`src/rtl/pwm_pkg.sv`:
```
// ============================================================================
//  Module      : pwm_pkg
//  Description : Shared constants and the window-compare helper for the
//                multi-channel PWM generator.
//  Revision    : 1.0 - initial release
// ============================================================================
`default_nettype none

package pwm_pkg;

    // Counting modes, sampled at each period boundary.
    localparam logic MODE_EDGE   = 1'b0;
    localparam logic MODE_CENTRE = 1'b1;

    // Timebase counting direction (only centre mode ever counts down).
    localparam logic DIR_UP   = 1'b0;
    localparam logic DIR_DOWN = 1'b1;

    // High-window test on a [start,end) window. Arguments are zero-extended by
    // the caller so one function serves any counter width up to 32 bits.
    // start==end is always low; start>end wraps through zero.
    function automatic logic window_hit(input logic [31:0] cnt,
                                        input logic [31:0] win_start,
                                        input logic [31:0] win_end);
        logic hit;
        if (win_start == win_end) begin
            hit = 1'b0;
        end else if (win_start < win_end) begin
            hit = (cnt >= win_start) && (cnt < win_end);
        end else begin
            hit = (cnt >= win_start) || (cnt < win_end);
        end
        return hit;
    endfunction

endpackage

`default_nettype wire

```
`src/rtl/pwm_channel.sv`:
```
// ============================================================================
//  Module      : pwm_channel
//  Description : One PWM channel: pending/active window registers, window
//                compare and registered output. With PWM_DEADTIME_EN defined
//                a complementary output with dead-time insertion is added.
//  Revision    : 1.0 - initial release
// ============================================================================
`default_nettype none

module pwm_channel
    import pwm_pkg::*;
#(
    parameter int N = 8
`ifdef PWM_DEADTIME_EN
    ,
    parameter int DT_W = 6
`endif
) (
    input  logic            clock,
    input  logic            reset,
    input  logic            enable,
    input  logic            load,
    input  logic            wr,
    input  logic [N-1:0]    cfg_start,
    input  logic [N-1:0]    cfg_end,
    input  logic [N-1:0]    cnt,
`ifdef PWM_DEADTIME_EN
    input  logic [DT_W-1:0] dead_time,
    output logic            pwm_out_n,
`endif
    output logic            pwm_out
);

    logic [N-1:0] r_pend_start;
    logic [N-1:0] r_pend_end;
    logic [N-1:0] r_act_start;
    logic [N-1:0] r_act_end;
    logic         w_raw;

    // Pending window registers: written by the config bus at any time.
    always_ff @(posedge clock or posedge reset) begin
        if (reset) begin
            r_pend_start <= '0;
            r_pend_end   <= '0;
        end else if (wr) begin
            r_pend_start <= cfg_start;
            r_pend_end   <= cfg_end;
        end
    end

    // Active window registers: copied from pending only when the top says so
    // (period boundary or while disabled), so a period never sees a torn window.
    always_ff @(posedge clock or posedge reset) begin
        if (reset) begin
            r_act_start <= '0;
            r_act_end   <= '0;
        end else if (load) begin
            r_act_start <= r_pend_start;
            r_act_end   <= r_pend_end;
        end
    end

    assign w_raw = enable && window_hit(32'(cnt), 32'(r_act_start), 32'(r_act_end));

`ifdef PWM_DEADTIME_EN
    localparam logic [0:0] ST_PASS = 1'b0;
    localparam logic [0:0] ST_DEAD = 1'b1;

    logic [0:0]      r_state;
    logic [DT_W-1:0] r_dt_cnt;
    logic            r_raw_prev;
    logic            r_out;
    logic            r_out_n;

    // Dead-time FSM: every raw edge blanks both outputs for dead_time clocks
    // (restarting on a further edge), then the new level and its complement
    // are driven.
    always_ff @(posedge clock or posedge reset) begin
        if (reset) begin
            r_state    <= ST_PASS;
            r_dt_cnt   <= '0;
            r_raw_prev <= 1'b0;
            r_out      <= 1'b0;
            r_out_n    <= 1'b0;
        end else if (!enable) begin
            r_state    <= ST_PASS;
            r_dt_cnt   <= '0;
            r_raw_prev <= 1'b0;
            r_out      <= 1'b0;
            r_out_n    <= 1'b0;
        end else begin
            r_raw_prev <= w_raw;
            if ((w_raw != r_raw_prev) && (dead_time != '0)) begin
                r_state  <= ST_DEAD;
                r_dt_cnt <= dead_time - DT_W'(1);
                r_out    <= 1'b0;
                r_out_n  <= 1'b0;
            end else if ((r_state == ST_DEAD) && (r_dt_cnt != '0)) begin
                r_dt_cnt <= r_dt_cnt - DT_W'(1);
            end else begin
                r_state <= ST_PASS;
                r_out   <= w_raw;
                r_out_n <= ~w_raw;
            end
        end
    end

    assign pwm_out   = r_out;
    assign pwm_out_n = r_out_n;
`else
    logic r_out;

    // Registered output: one clock of latency from the counter value.
    always_ff @(posedge clock or posedge reset) begin
        if (reset) begin
            r_out <= 1'b0;
        end else begin
            r_out <= w_raw;
        end
    end

    assign pwm_out = r_out;
`endif

endmodule

`default_nettype wire

```
`src/rtl/pwm_multi.sv`:
```
// ============================================================================
//  Module      : pwm_multi
//  Description : Multi-channel PWM generator with a shared prescaled
//                timebase (edge- or centre-aligned) and double-buffered
//                per-channel [start,end) windows. Defining PWM_DEADTIME_EN
//                adds dead_time / pwm_out_n and dead-time insertion.
//  Revision    : 1.0 - initial release
// ============================================================================
`default_nettype none

module pwm_multi
    import pwm_pkg::*;
#(
    parameter int N    = 8,
    parameter int CH   = 4,
    parameter int PS_W = 8
`ifdef PWM_DEADTIME_EN
    ,
    parameter int DT_W = 6
`endif
) (
    input  logic                                clock,
    input  logic                                reset,
    input  logic                                enable,
    input  logic                                mode,
    input  logic [N-1:0]                        period,
    input  logic [PS_W-1:0]                     prescale,
    input  logic                                cfg_wr,
    input  logic [((CH > 1) ? $clog2(CH) : 1)-1:0] cfg_ch,
    input  logic [N-1:0]                        cfg_start,
    input  logic [N-1:0]                        cfg_end,
`ifdef PWM_DEADTIME_EN
    input  logic [DT_W-1:0]                     dead_time,
    output logic [CH-1:0]                       pwm_out_n,
`endif
    output logic [CH-1:0]                       pwm_out,
    output logic                                period_done,
    output logic                                upd_pending
);

    localparam int CH_W = (CH > 1) ? $clog2(CH) : 1;

    logic [PS_W-1:0] r_ps_cnt;
    logic [PS_W-1:0] r_act_prescale;
    logic [N-1:0]    r_act_period;
    logic            r_act_mode;
    logic [N-1:0]    r_cnt;
    logic            r_dir;
    logic            r_period_done;
    logic            r_upd_pending;

    logic            w_tick;
    logic            w_boundary;
    logic            w_load;
    logic            w_wr_valid;
    logic [N-1:0]    w_cnt_inc;

    assign w_tick    = enable && (r_ps_cnt == r_act_prescale);
    assign w_cnt_inc = r_cnt + N'(1);

    // Edge mode ends a period on the top value; centre mode ends it on the
    // last down step (1 -> 0), or on every tick when the period is zero.
    assign w_boundary = (r_act_mode == MODE_CENTRE)
                      ? (w_tick && (((r_dir == DIR_DOWN) && (r_cnt == N'(1))) ||
                                    ((r_act_period == '0) && (r_cnt == '0))))
                      : (w_tick && (r_cnt == r_act_period));

    // Active registers follow pending continuously while disabled.
    assign w_load     = !enable || w_boundary;
    assign w_wr_valid = cfg_wr && (32'(cfg_ch) < 32'(CH));

    // Prescaler and timebase counter. Every boundary restarts at 0 counting
    // up, which also covers a mode change between periods.
    always_ff @(posedge clock or posedge reset) begin
        if (reset) begin
            r_ps_cnt <= '0;
            r_cnt    <= '0;
            r_dir    <= DIR_UP;
        end else if (!enable) begin
            r_ps_cnt <= '0;
            r_cnt    <= '0;
            r_dir    <= DIR_UP;
        end else begin
            r_ps_cnt <= w_tick ? '0 : (r_ps_cnt + PS_W'(1));
            if (w_boundary) begin
                r_cnt <= '0;
                r_dir <= DIR_UP;
            end else if (w_tick) begin
                if (r_act_mode == MODE_EDGE) begin
                    r_cnt <= w_cnt_inc;
                end else if (r_dir == DIR_UP) begin
                    r_cnt <= w_cnt_inc;
                    if (w_cnt_inc == r_act_period) begin
                        r_dir <= DIR_DOWN;
                    end
                end else begin
                    r_cnt <= r_cnt - N'(1);
                end
            end
        end
    end

    // Timebase configuration: sampled from the inputs at load time only.
    always_ff @(posedge clock or posedge reset) begin
        if (reset) begin
            r_act_period   <= '0;
            r_act_prescale <= '0;
            r_act_mode     <= MODE_EDGE;
        end else if (w_load) begin
            r_act_period   <= period;
            r_act_prescale <= prescale;
            r_act_mode     <= mode;
        end
    end

    // Status flags: boundary pulse and "pending not yet transferred". A write
    // coinciding with a boundary keeps the flag set for the next period.
    always_ff @(posedge clock or posedge reset) begin
        if (reset) begin
            r_period_done <= 1'b0;
            r_upd_pending <= 1'b0;
        end else begin
            r_period_done <= w_boundary;
            if (!enable) begin
                r_upd_pending <= w_wr_valid;
            end else if (w_wr_valid) begin
                r_upd_pending <= 1'b1;
            end else if (w_boundary) begin
                r_upd_pending <= 1'b0;
            end
        end
    end

    assign period_done = r_period_done;
    assign upd_pending = r_upd_pending;

    generate
        for (genvar gi = 0; gi < CH; gi++) begin : g_ch
            pwm_channel #(
                .N    (N)
`ifdef PWM_DEADTIME_EN
                ,
                .DT_W (DT_W)
`endif
            ) u_channel (
                .clock     (clock),
                .reset     (reset),
                .enable    (enable),
                .load      (w_load),
                .wr        (w_wr_valid && (cfg_ch == CH_W'(gi))),
                .cfg_start (cfg_start),
                .cfg_end   (cfg_end),
                .cnt       (r_cnt),
`ifdef PWM_DEADTIME_EN
                .dead_time (dead_time),
                .pwm_out_n (pwm_out_n[gi]),
`endif
                .pwm_out   (pwm_out[gi])
            );
        end
    endgenerate

endmodule

`default_nettype wire

```
`config.mk`:
```
export PLATFORM = sky130hd
export DESIGN_NAME = pwm_multi
export DESIGN_NICKNAME = d
export VERILOG_FILES = /design/src/rtl/pwm_pkg.sv /design/src/rtl/pwm_channel.sv /design/src/rtl/pwm_multi.sv
export SDC_FILE = /design/constraint.sdc
export NUM_CORES = 1
export LEC_CHECK = 0
export CAP_MARGIN = 20
export CORE_ASPECT_RATIO = 0.75
export CORE_MARGIN = 2
export CORE_UTILIZATION = 35
export DETAILED_ROUTE_END_ITERATION = 8
export SYNTH_ARGS = -nofsm -noshare
export SYNTH_HDL_FRONTEND = slang
export SYNTH_HIERARCHICAL = 1
export SYNTH_SLANG_ARGS = --single-unit
```
`constraint.sdc`:
```
create_clock -name clock -period 3.4 [get_ports clock]
set_input_delay 0.68 -clock clock [delete_from_list [all_inputs] [get_ports clock]]
set_output_delay 0.68 -clock clock [all_outputs]
set_load 0.005 [all_outputs]
```
# [Word-level counts from Yosys, hierarchy flattened]
# Index checks and enable logic that the tools add are counted.
[op_classes] n_addsub=3 magnitude_cmp=12 eq_ne=14 n_mux=25 n_reduce_logical=28
[ops] operator="8-bit < comparator" n=8
[ops] operator="8-bit == test" n=7
[ops] operator="8-bit two-way mux" n=7
[ops] operator="8-bit greater-or-equal comparator" n=4
[ops] operator="1-bit two-way mux" n=18
[ops] operator="1-bit logical AND" n=17
[ops] operator="8-bit by 1-bit adder with 8-bit output (second input constant)" n=2
[ops] operator="8-bit logical NOT" n=2
[ops] operator="3-bit by 1-bit inequality test with 1-bit output (second input constant)" n=3
[ops] operator="8-bit by 1-bit == test with 1-bit output (second input constant)" n=1
[ops] operator="8-bit by 1-bit subtractor with 8-bit output (second input constant)" n=1
[ops] operator="1-bit logical OR" n=6
[ops] operator="2-bit == test (second input constant)" n=2
[ops] operator="2-bit by 1-bit == test with 1-bit output (second input constant)" n=1
[ops] operator="2-bit logical NOT" n=1
[ops] operator="2-bit AND reduction" n=1
[ops] operator="1-bit logical NOT" n=1
[totals] register_bits=168 input_bits=39 out_inout_bits=6 wordCells=110

# [Depth between registers and ports, before layout]
# Gate-level depths: netlist (run 1).
[depth] word_depth=8 depth_mapped=10 ltp_nobuf=8

# [By module]
# Netlist (run 1), hierarchy kept.
[modules_own_cells] mod="pwm_channel" n_inst=4 cells_each=158 area_each_um2=1756.7 seq_area_each_um2=825.8
[modules_own_cells] mod="pwm_multi" n_inst=1 cells_each=190 area_each_um2=2064.5 seq_area_each_um2=900.9

# [Least setup slack after synthesis (run 1)]
# No wires, ideal clock.
[synth_timing] kind="register -> register" from="register r_cnt[1]" to="register g_ch[0].u_channel.r_act_end[1]" setup_time_ns=0.135 t_arrival_ns=2.386 t_required_ns=3.265 slack_ns=0.880 path_stages_with_launch=10 path_buffers=2 period_less_slack_ns=2.520 path_cell_list="dfrtp_1 > inv_1 > ha_1 > nor2b_1 > nand4_1 > a211o_1 > o21ai_4 > buf_2 > clkbuf_1 > o21ai_0"
[synth_via] elab_chain_len=6 elab_cells_between_ends=10 cone_classes="eq/ne (2); mux (1); reduce/logical (7)"
[synth_rtl] item="from (decl)" line_no="pwm_multi.sv:47" source="logic [N-1:0] r_cnt;"
[synth_rtl] item="from (signal assigned)" line_no="pwm_multi.sv:90" source="r_cnt <= w_cnt_inc;"
[synth_rtl] item="from (signal assigned)" line_no="pwm_multi.sv:92" source="r_cnt <= w_cnt_inc;"
[synth_rtl] item="from (signal assigned)" line_no="pwm_multi.sv:97" source="r_cnt <= r_cnt - N'(1);"
[synth_rtl] item="8-bit by 1-bit == test with 1-bit output / 8-bit logical NOT (equally long branches)" line_no="pwm_multi.sv:64, pwm_multi.sv:65"
[synth_rtl] item="1-bit logical AND, on equally long branches" line_no="pwm_multi.sv:64, pwm_multi.sv:65"
[synth_rtl] item="1-bit logical OR" line_no="pwm_multi.sv:64" source="? (w_tick && (((r_dir == DIR_DOWN) && (r_cnt == N'(1))) ||"
[synth_rtl] item="1-bit logical AND" line_no="pwm_multi.sv:64"
[synth_rtl] item="1-bit two-way mux (*)" line_no="pwm_multi.sv:64"
[synth_rtl] item="1-bit logical OR (*)" line_no="pwm_multi.sv:69" source="assign w_load = !enable || w_boundary;"
[synth_rtl] item="named net w_load" line_no="pwm_multi.sv:54" source="logic w_load;"
[synth_rtl] item="to (signal assigned)" line_no="pwm_channel.sv:59" source="r_act_end <= r_pend_end;"
[synth_rtl] item="to (decl)" line_no="pwm_channel.sv:37" source="logic [N-1:0] r_act_end;"
# The timed path passes the listed nets; every way through them passes the cells marked *.
# A chain may end at the register's enable or synchronous reset.

# [Final worst setup path (run 1)]
[layout_timing] from="register r_cnt[0]" to="register g_ch[2].u_channel.r_act_end[0]"
[layout_via] elab_chain_len=6 elab_cells_between_ends=10 cone_classes="eq/ne (2); mux (1); reduce/logical (7)"
[layout_rtl] item="8-bit by 1-bit == test with 1-bit output / 8-bit logical NOT (equally long branches)" line_no="pwm_multi.sv:64, pwm_multi.sv:65"
[layout_rtl] item="1-bit logical AND, on equally long branches" line_no="pwm_multi.sv:64, pwm_multi.sv:65"
[layout_rtl] item="1-bit logical OR" line_no="pwm_multi.sv:64"
[layout_rtl] item="1-bit logical AND" line_no="pwm_multi.sv:64"
[layout_rtl] item="1-bit two-way mux (*)" line_no="pwm_multi.sv:64"
[layout_rtl] item="1-bit logical OR (*)" line_no="pwm_multi.sv:69"
[layout_rtl] item="to (signal assigned)" line_no="pwm_channel.sv:59"
[layout_rtl] item="to (decl)" line_no="pwm_channel.sv:37"
# Mark *: on every way between the ends. The rest lies on a longest branch, timed or not.

==> results of run 1 <==
metrics by stage:
stage / setup slack (ps) / cell area [sq um] / total power, mW / hold slack (ps) / cells
2_1_floorplan: 880 / 9090 / 3.34 / 446 / 822
3_3_place_gp: 956 / 10000 / 3.69 / 458 / 1204
3_5_place_dp: 916 / 10000 / 3.72 / 466 / 1204
4_1_cts: 877 / 10700 / 5.83 / 482 / 1236
5_1_grt: 683 / 10700 / 6.12 / 512 / 1236
6_report: 883 / 10700 / 5.77 / 478 / 1236
flip-flops by register name (all words and copies together), names as in the netlist:
name and cells:
g_ch.u_channel/pwm_out 4, g_ch.u_channel/r_act_end 32, g_ch.u_channel/r_act_start 32, g_ch.u_channel/r_pend_end 32, g_ch.u_channel/r_pend_start 32, period_done 1, r_act_mode 1, r_act_period 8
r_act_prescale 8, r_cnt 8, r_dir 1, r_ps_cnt 8, upd_pending 1
worst max-delay path, stage by stage, from the launching register on:
cell and delay, ps:
dfrtp_1 490, inv_1 120, ha_1 140, nor2b_1 170
nand4_1 110, a211o_1 360, o21ai_4 250, buf_12 350
mux2_2 380
metal layers:
metal	up-vias	track usage [%]
li1	3025	-
met1	2993	25.0
met2	116	22.9
met3	18	3.03
met4	0	4.57
met5	-	0
how the worst max path moves through the flow:
stage                      from                             end  slack [ps]  cells past startpoint
floorplan              r_cnt[1]  g_ch[0].u_channel/r_act_end[1]         880                      9
global placement       r_cnt[0]  g_ch[3].u_channel/r_act_end[0]         960                      8
detailed placement     r_cnt[0]  g_ch[1].u_channel/r_act_end[0]         920                      8
CTS                 r_ps_cnt[4]  g_ch[1].u_channel/r_act_end[0]         880                      6
global route           r_cnt[7]  g_ch[1].u_channel/r_act_end[0]         680                      6
finish                 r_cnt[0]  g_ch[2].u_channel/r_act_end[0]         880                      8
power by group through the flow:
stage / Clock (mW) / Sequential [mW] / Combinational, mW
detailed placement: 0 / 2.52 / 1.20
finish: 2.08 / 2.48 / 1.20
global placement: 0 / 2.51 / 1.17
global route: 2.22 / 2.53 / 1.37
CTS: 2.13 / 2.49 / 1.21
floorplan: 0 / 2.47 / 0.862
layout make-up:
type | instances | area [sq um]
Clock inverter | 15 | 205
Multi-Input combinational cell | 554 | 4490
Sequential cell | 168 | 4200
Timing Repair Buffer | 64 | 628
Clock buffer | 17 | 425
Fill cell | 2434 | 15100
Inverter | 74 | 278
Tap cell | 344 | 430
cell families after synthesis:
| logic type | after synthesis | share of synthesized area (%) |
|---|---|---|
| buf+inv | 100 | 4.38 |
| compound gates | 160 | 12.2 |
| fa+ha+maj | 97 | 13.3 |
| xor+xnor | 30 | 2.89 |
| flops | 168 | 46.2 |
| mux | 86 | 11.0 |
| simple gates | 181 | 9.90 |
cells in the mapped netlist (2+ instances only):
| library cell | instances | area [sq um] |
|---|---|---|
| nand2b_1 | 9 | 56.3 |
| a21boi_0 | 4 | 30.0 |
| o221ai_1 | 4 | 35.0 |
| nor2b_1 | 7 | 43.8 |
| o21ai_0 | 69 | 345 |
| inv_1 | 74 | 278 |
| nor4_1 | 4 | 25.0 |
| nor3b_1 | 3 | 22.5 |
| nand2b_4 | 4 | 55.1 |
| mux2_4 | 9 | 135 |
| buf_2 | 9 | 45.0 |
| clkbuf_1 | 16 | 60.1 |
| o31ai_1 | 6 | 45.0 |
| a21oi_1 | 30 | 150 |
| nand3_1 | 10 | 50.1 |
| a31oi_2 | 4 | 50.1 |
| nand4_1 | 17 | 106 |
| and3_1 | 5 | 31.3 |
| a2111o_1 | 4 | 45.0 |
| dfrtp_1 | 168 | 4200 |
| a2111oi_4 | 4 | 110 |
| and2_1 | 2 | 12.5 |
| o211ai_1 | 4 | 30.0 |
| nor3_1 | 5 | 25.0 |
| xnor2_1 | 19 | 166 |
| o21a_1 | 9 | 67.6 |
| a2111oi_2 | 4 | 60.1 |
| a211oi_1 | 7 | 52.6 |
| xor2_1 | 11 | 96.3 |
| mux2_2 | 76 | 856 |
| nor2_1 | 27 | 101 |
| ha_1 | 97 | 1210 |
| nand2_1 | 79 | 297 |
| a41oi_1 | 2 | 17.5 |
| a31oi_1 | 2 | 12.5 |
==> metrics, run 1 <==
status=finished, final reports clean; fraction of registers with async set/reset=100%; Hold Crit Class=flip-flop to flip-flop; crit path time final=2520 ps; fin. max-slew vios=0; RSZ-0062 raised after global routing=no; met2 wire len=8360 um; first-pass GRT wire length=34000 um; GR Util All Layers=16.2%; Core Area=0.0257 sq mm; Final Wtd Congestion=0.842; DRT iter0 DRCs=333; CP endpoint kind=flip-flop; Worst R2R Setup Slack=880 ps; share of layout cells above drive strength 1=17.6%; Antenna Cells=0; Mean Syn Cell Area=11.1 sq um; Clk pwr share=36.1%; Worst Reg-to-Reg Cells=8; Reg power frac=43.1%; CTS Buf Count=17; internal power=4.08 mW; initial antenna violation count=0; Initial Utilization=35.4%; synthesized area=0.00909 sq mm; DRT Wirelength=20600 um; most frequent cells in the layout=168 x dfrtp_1, 97 x ha_1, 79 x nand2_1; number of library cell types mapped by synthesis=53; ys flop type=dfrtp_1; DRC=0; WHS Endpoint=g_ch[2].u_channel/r_act_start[0]; Clock Root Buffer=clkbuf_16; final period utilization=74.0%; CP startpoint kind=flip-flop; wire length on met3=781 um; WS Path Type=flip-flop to flip-flop; switching pwr=1.68 mW; post-synthesis register bit count=168; RR Startpoint=r_cnt[0]; Die Wd=190 um; Final Setup Violations=0; CP required=3710 ps; syn_nets=958; io pins=45; EDFF count, synth=0; Gate power share=20.9%; yosys warns=6; sequential share of the synthesized area=46.2%; H-tree depth=4; fmax=397 MHz; wire length on met1=11200 um; via count=6152; Fin. Hold Viols=0; antenna-violating nets left=0; Arr. time, crit path=2830 ps; vias per std cell=4.98; PostCTS Resize Cnt=0; drt first pass iters=4; worst hold path startpoint=g_ch[2].u_channel/r_pend_start[0]; Detailed Place HPWL=15100 um; setup TNS=0 ps; Layout Skew=12.9 ps; synthesis-to-finish area growth=17.3%; # port buffers=44; die height=144 um; crit path max fanout=89; Overflow after GRT=0; hold depth=2; clock buffer depth=2; Reg clk slew, reported paths=70 ps; max cap viols=0; Pwr per Cell Area=541 mW/mm^2; Setup Buffers After CTS=0; largest net degree at the start of global routing=90; LEAKAGE=4.80 nW; post-layout util=41.5%; worst-margin pin slew=832 ps; Reg-to-Reg End=g_ch[2].u_channel/r_act_end[0]; TritonCTS clock tree=yes; Clock Sink Count=168; Syn Inst Count=822; WL/cell=16.7 um; most common cell after layout, fill and taps aside=dfrtp_1; sw frac=29.2%; row cnt=51; Die ar.=0.0273 sq mm; nets=1015; Max-Slew Margin vs Limit=44.5%; worst vdd ir=354 uV; # hold bufs at CTS=0; DR top layer=met4; Clock Latency Late Sink=430 ps; vias in the first global route=6134
No activity file was read; power rests on OpenSTA's default activity.
==> inputs of run 2 (changes only) <==
==> constraint.sdc (replaced) <==
create_clock -name clock -period 2.05 [get_ports clock]
set_input_delay 0.41 -clock clock [delete_from_list [all_inputs] [get_ports clock]]
set_output_delay 0.41 -clock clock [all_outputs]
set_load 0.005 [all_outputs]
==> metrics, run 2 (synthesis gave the netlist of run 1 again) <==
status=finished, violations left; failing checks=setup timing; most frequent cells in the layout=163 x dfrtp_1, 88 x ha_1, 71 x nand2_1; io pins=45; antenna-violating nets left=0; Core Area=0.0257 sq mm; Reg clk slew, reported paths=70 ps; DP Area=0.0104 sq mm; Fin. Hold Viols=0; Hold Slack=475 ps; Initial Utilization=35.4%; wire length on met1=11800 um; Post-Layout Cell Count=1297; CP required=2370 ps; Layout Skew=12.7 ps; Clock Latency Late Sink=430 ps; Die ar.=0.0273 sq mm; CP startpoint kind=flip-flop; largest net degree at the start of global routing=45; TritonCTS clock tree=yes; vias per std cell=4.96; met2 wire len=10500 um; CP endpoint kind=flip-flop; most common cell after layout, fill and taps aside=dfrtp_1; Final Wtd Congestion=0.879; nets=1075; CTS Buf Count=17; delay-heaviest family, CP=compound AO/OA/AOI/OAI gates; Clock Sink Count=168; WS Path Type=flip-flop to flip-flop; slowest stage delay, CP=460 ps; share of layout cells above drive strength 1=28.4%; Crit-path slowest cell=dfrtp_2; worst path bufs/invs=3; wire length on met3=826 um; Total Power=9.61 mW; Die Wd=190 um; worst-margin pin slew=430 ps; max cap viols=0; post-layout util=45.7%; LEAKAGE=5.27 nW; row cnt=51; DP Worst Slack=-152 ps; Arr. time, crit path=2500 ps; placed cells=1237; drt first pass iters=5; vias in the first global route=6442; fmax=458 MHz; first-pass GRT wire length=36500 um; Max-Slew Margin vs Limit=71.3%; Final Setup Violations=75; fin. max-slew vios=0; crit path time final=2190 ps; die height=144 um; DRT Wirelength=23200 um; Cell Chain, Critical Path=inv_2, ha_2, nor2b_4, nand4_1, a211o_1, o21ai_4, buf_6, clkbuf_16, mux2_4; # hold bufs at CTS=0; Pwr per Cell Area=818 mW/mm^2; clock buffer depth=2; WL/cell=17.9 um; H-tree depth=4; via count=6428; setup TNS=-5380 ps; final period utilization=107%; initial antenna violation count=0; Clock Root Buffer=clkbuf_16; Hold Crit Class=flip-flop to flip-flop; crit path max fanout=5; RSZ-0062 raised after global routing=yes; Detailed Place HPWL=15700 um; Overflow after GRT=0; # port buffers=44; DR top layer=met4; Final Cell Area=0.0118 sq mm; synthesis-to-finish area growth=29.3%; DRC=0; worst vdd ir=631 uV; DRT iter0 DRCs=406; GR Util All Layers=17.6%; setup slack after layout=-135 ps
[run 2: routing by layer]
layer / global-route usage, % / vias up
li1: - / 3130
met1: 25.6 / 3189
met2: 27.3 / 98
met3: 3.64 / 11
met4: 3.47 / 0
met5: 0 / -
[run 2: worst reg2reg max path: cells and delay by family (launching register included)]
kind / cells / cell delay [ps]
buffers and inverters: 3 / 390
adder cells (fa/ha/maj): 1 / 160
AND/OR/NAND/NOR: 2 / 230
multiplexers: 1 / 290
AO/OA/AOI/OAI: 2 / 560
flip-flops: 1 / 460
[run 2: path summary, 6_finish.rpt]
check                                                       start                               end  slack [ps]  depth (start not counted)
worst max register to register                           r_cnt[0]                 r_act_prescale[5]        -140                          9
worst min register to register  g_ch[2].u_channel/r_pend_start[4]  g_ch[2].u_channel/r_act_start[4]         480                          2
worst max-delay path                                     r_cnt[0]                 r_act_prescale[5]        -140                          9
max in group asynchronous                                   reset   g_ch[0].u_channel/r_pend_end[1]        1190                          3
worst min-delay path            g_ch[2].u_channel/r_pend_start[4]  g_ch[2].u_channel/r_act_start[4]         480                          2
min in group asynchronous                                   reset                          r_cnt[2]         510                          3
[run 2: layout make-up]
cell class,instances,area (sq um)
fillers,2345,14000
multi-input cells,554,4840
flip-flops and latches,168,4210
repair buffers,124,1420
well taps,344,430
clock buffers,18,429
inverters,74,283
clock inverters,14,148
diodes,1,2.50
[run 2: timing repair]
action | in CTS | in global routing
setup buffers | 14 | 7
setup endpoints to repair | 87 | 95
gates resized for setup | 74 | 74
gates cloned | 5 | 4
hold endpoints to repair | 0 | 0
pin swaps | 23 | 22
[run 2: where the power goes]
part	internal, mW	switching (mW)	total (mW)	leakage (nW)
logic	1.16	1.13	2.29	2.96
registers	3.84	0.293	4.14	2.05
clock network	1.80	1.38	3.19	0.270
total	6.81	2.81	9.61	5.27
